`src/rtl/detector_sequencer.sv`:
```
// Sequencer that clears a serial Moore sequence detector, shifts a word onto W (LSB first),
// counts the cycles where Z is high and reports the count through a start/done handshake.
module detector_sequencer #(
  parameter  int WIDTH = 8,
  localparam int CNT_W = $clog2(WIDTH + 1)
) (
  input  logic             inputClk,
  input  logic             inputReset,
  input  logic             inputStart,
  input  logic [WIDTH-1:0] inputData,
  input  logic             inputZ,
  output logic             outputW,
  output logic             outputDetReset,
  output logic             outputBusy,
  output logic             outputDone,
  output logic [CNT_W-1:0] outputCount
);

  typedef enum logic [2:0] {
    IDLE,
    CLEAR,
    SHIFT,
    DRAIN,
    DONE
  } state_t;

  state_t           r_state;
  logic [WIDTH-1:0] r_shift;
  logic [CNT_W-1:0] r_bit_cnt;
  logic [CNT_W-1:0] r_count;

  // NOTE: every output is a pure decode of registered state, so no input reaches an output
  // combinationally and continuous assigns cannot infer a latch.
  assign outputW        = (r_state == SHIFT) && r_shift[0];
  assign outputDetReset = (r_state == CLEAR);
  assign outputBusy     = (r_state == CLEAR) || (r_state == SHIFT) || (r_state == DRAIN);
  assign outputDone     = (r_state == DONE);
  assign outputCount    = r_count;

  // NOTE: sequential state uses non-blocking assignments so every register samples
  // the pre-edge values of its neighbours, independent of statement order.
  always_ff @(posedge inputClk) begin
    if (inputReset) begin
      r_state   <= IDLE;
      r_shift   <= '0;
      r_bit_cnt <= '0;
      r_count   <= '0;
    end else begin
      case (r_state)
        IDLE: begin
          if (inputStart) begin
            r_shift <= inputData;
            r_count <= '0;
            r_state <= CLEAR;
          end
        end
        CLEAR: begin
          r_bit_cnt <= '0;
          r_state   <= SHIFT;
        end
        SHIFT: begin
          r_shift   <= r_shift >> 1;
          r_bit_cnt <= r_bit_cnt + CNT_W'(1);
          // Z lags W by one edge, so the first SHIFT edge has nothing to sample yet.
          if ((r_bit_cnt != '0) && inputZ) r_count <= r_count + CNT_W'(1);
          if (r_bit_cnt == CNT_W'(WIDTH - 1)) r_state <= DRAIN;
        end
        DRAIN: begin
          if (inputZ) r_count <= r_count + CNT_W'(1);
          r_state <= DONE;
        end
        DONE: begin
          r_state <= IDLE;
        end
        default: begin
          r_state <= IDLE;
        end
      endcase
    end
  end

endmodule

```
`config.mk`:
```
export PLATFORM = sky130hd
export DESIGN_NAME = detector_sequencer
export DESIGN_NICKNAME = d
export VERILOG_FILES = /design/src/rtl/detector_sequencer.sv
export SDC_FILE = /design/constraint.sdc
export NUM_CORES = 1
export LEC_CHECK = 0
export ABC_AREA = 0
export CORE_MARGIN = 2
export CORE_UTILIZATION = 40
export CTS_BUF_LIST = sky130_fd_sc_hd__clkbuf_4 sky130_fd_sc_hd__clkbuf_8 sky130_fd_sc_hd__clkbuf_16
export DETAILED_ROUTE_END_ITERATION = 6
export SLEW_MARGIN = 5
export SYNTH_ARGS = -nofsm -noshare
export SYNTH_HDL_FRONTEND = slang
export SYNTH_SLANG_ARGS = --single-unit
```
`constraint.sdc`:
```
create_clock -name inputClk -period 1.84 [get_ports inputClk]
set_clock_uncertainty 0.05 [all_clocks]
set_input_delay 0.552 -clock inputClk [delete_from_list [all_inputs] [get_ports inputClk]]
set_output_delay 0.552 -clock inputClk [all_outputs]
set_load 0.02 [all_outputs]
```
==> metrics.txt <==
status=completed; Syn Std Cell Area=roughly 1100 um2; cell chosen for the clock root=sky130_fd_sc_hd__clkbuf_4; leading register cell type out of synthesis=sky130_fd_sc_hd__dfxtp_1; worst-path maximum fanout=5; final critical delay including setup and external delays=1.76 ns; number of buffers on the longest clock path=2; Final period util=95.5%; cts-stage hold buffer count=0; final weighted congestion in routability-driven placement=roughly 0.76; placeable core area=approximately 2500 um2; CP Data Required Time=1.24 ns; number of buffers created by CTS=3; max-capacitance violation count=0; Yosys reg bits=19; Worst setup SP type=flop; internal power of the cells=650 uW; proportion of synthesized area in mux cells=0%; remaining number of nets flagged by the antenna check after routing=0; clock latency at the later pin of the worst-skew pair=~0.30 ns; sequential element share of the synthesized area=35.9%; Peak VDD IR=0.000385 V; Distinct cells, synth=35; Remaining DRCs=0; number of vias per cell after detailed routing=~5.5; Max Freq=0.569 GHz; cell area power density=just under 700 nW/um2; category of the worst setup path capture point=primary output; final hold violation count=0; clock tree from TritonCTS=done; worst-margin pin slew=0.367 ns; wire length of the first global-routing pass=about 4000 um; via count of the routed design=~1,000; commonest cells after routing, fill and taps aside=16 x sky130_fd_sc_hd__dfxtp_1, 13 x sky130_fd_sc_hd__inv_1, 12 x sky130_fd_sc_hd__buf_4; Iteration-0 DRC Markers=27; post-cts repair resize count=15; Worst-path clk slew=about 0.11 ns; net switching fraction of the power=between 20% and 30%; signal arrival time at the worst endpoint=1.16 ns; critical path start-end classification=flop to primary output; Post-CTS Setup Inserts=0; FP Rows=18; fraction of synthesized cell area in xor and xnor cells=0.827%; Die Ht=between 50 and 60 um; type of the tightest min-delay check=flop to flop; overflow left after global routing=0; Post-synth ARST share=0%; Yosys warning count=0; synthesized net count=142; die area=roughly 3000 um2; number of global-route vias before repair=between 800 and 900; number of enable flip-flop cells after synthesis=0; clock tree sinks=19; Die Width=between 50 and 60 um; setup repair after global routing missed its margin=no; drt total wl=approximately 2400 um; detailed-route wire length per cell=roughly 13 um; Boundary Pins=20; setup violation total in the final timing report=0; most frequent standard cell in the layout excluding fill and tap cells=sky130_fd_sc_hd__dfxtp_1; H-Tree Level Count=1; Initial Utilization=a little over two fifths; number of iterations in the first detailed-routing pass=4; power after layout=a little over 900 uW; Layout Utilization=a little over half; combined global-route utilization of all metal layers=~16%; power share of the clock group=between 20% and 30%; largest area contributor in the synthesized netlist=sky130_fd_sc_hd__dfxtp_1; I/O Buffers=19; share of the synthesized area in the top cell type=between 30% and 40%; compound-gate portion of the synthesized area=a little under a quarter; antenna violations before repair=0; Synth Instances=between 100 and 150; pin count of the biggest net entering global routing=18; proportion of power drawn by combinational gates=24.6%; n_diodes=0; Area contributors post-synth=sky130_fd_sc_hd__dfxtp_1 36%, sky130_fd_sc_hd__a22o_1 5.8%, sky130_fd_sc_hd__a221oi_1 5.0%, sky130_fd_sc_hd__inv_1 4.6%, sky130_fd_sc_hd__nor2_1 3.9%; Final Max Slew Viols=0; dominant combinational cell family by area after synthesis=simple AND/OR/NAND/NOR gates; layout cell share with drive strength beyond 1=~17%; mean instance size in the synthesized netlist=8.33 um2; power share of the sequential group=roughly half; post-synthesis share of cell area spent on full adders, half adders and majority gates=roughly 3.5%; Net count, final=roughly 170; leak pwr=a little under 0.0006 uW; Simple-Gate Fraction of Synth Area=around 27%; area overhead of the layout relative to synthesis=27.8%; Max transition margin=roughly 75%; NetSw=261 uW; dpl hpwl=around 1700 um; number of fillers in the final layout=roughly 240
flip-flops by register name, summed over array words and instances, names as in the netlist:
register / flops
outputCount: 4
r_bit_cnt: 4
r_shift: 8
r_state: 3
routing by layer:
metal	vias up	GRT usage (%)	routed length [um]
met2	24	23.5	1060
met4	0	7.67	57
met5	-	0	0
met3	6	3.04	94
met1	454	23.6	1210
li1	516	-	-
metrics by stage:
stage               std cells  worst slack, ns  hold WS [ns]  TNS [ns]  cell area, um2
floorplan                 127           0.0992         0.394         0            1060
global route              183           0.0241         0.467         0            1350
finish                    183           0.0819         0.438         0            1350
global placement          179           -0.111         0.411     -1.08            1340
CTS                       183          0.00864         0.437         0            1360
detailed placement        179           -0.128         0.419     -1.19            1340
worst paths after layout:
path / start / endpoint / slack, ns / depth (start not counted)
worst min register to register: r_shift[1]$_SDFFE_PP0P_ / r_shift[1]$_SDFFE_PP0P_ / 0.44 / 2
worst max-delay path: r_state[0]$_SDFFE_PP0P_ / outputDetReset / 0.08 / 2
worst max register to register: r_bit_cnt[0]$_SDFFE_PP0P_ / outputCount[3]$_SDFFE_PP0P_ / 0.28 / 5
worst min-delay path: r_shift[1]$_SDFFE_PP0P_ / r_shift[1]$_SDFFE_PP0P_ / 0.44 / 2
critical path, stage by stage (launching register included):
cell and delay [ns]:
sky130_fd_sc_hd__dfxtp_2 0.39, sky130_fd_sc_hd__nor3b_1 0.19, sky130_fd_sc_hd__clkdlybuf4s15_2 0.29
area by class of cell:
class,count,area [um2],share of cell area (%)
inverter,13,48.8,3.61
sequential,19,384,28.4
multi-input combinational,86,591,43.7
clock buffer,4,30.0,2.22
timing repair buffer,31,262,19.3
tap,30,37.5,2.78
logic make-up (layout without fill, tap and decap cells):
family	after synthesis	after routing
AND/OR/NAND/NOR	47	47
AO/OA/AOI/OAI	35	35
buffers and inverters	22	48
flip-flops	19	19
adder cells (fa/ha/maj)	3	3
XOR/XNOR	1	1
power by group through the flow:
stage / Clock [uW] / Combinational [uW] / Sequential, uW
floorplan: 0 / 151 / 460
global placement: 0 / 226 / 464
detailed placement: 0 / 227 / 465
CTS: 244 / 225 / 456
global route: 266 / 249 / 462
finish: 230 / 224 / 457
cell usage after synthesis (all sizes together) (2+ instances only):
cell type and n:
a21o 2, a21oi 6, a221oi 6, a22o 7, and2 3, and3 3, buf 6, clkbuf 3
dfxtp 19, ha 3, inv 13, nand2 4, nand3 7, nand3b 3, nand4b 3, nor2 11
nor3b 3, nor4b 2, o2111ai 2, o21ai 6, or4b 3
No activity file was read; power rests on OpenSTA's default activity.
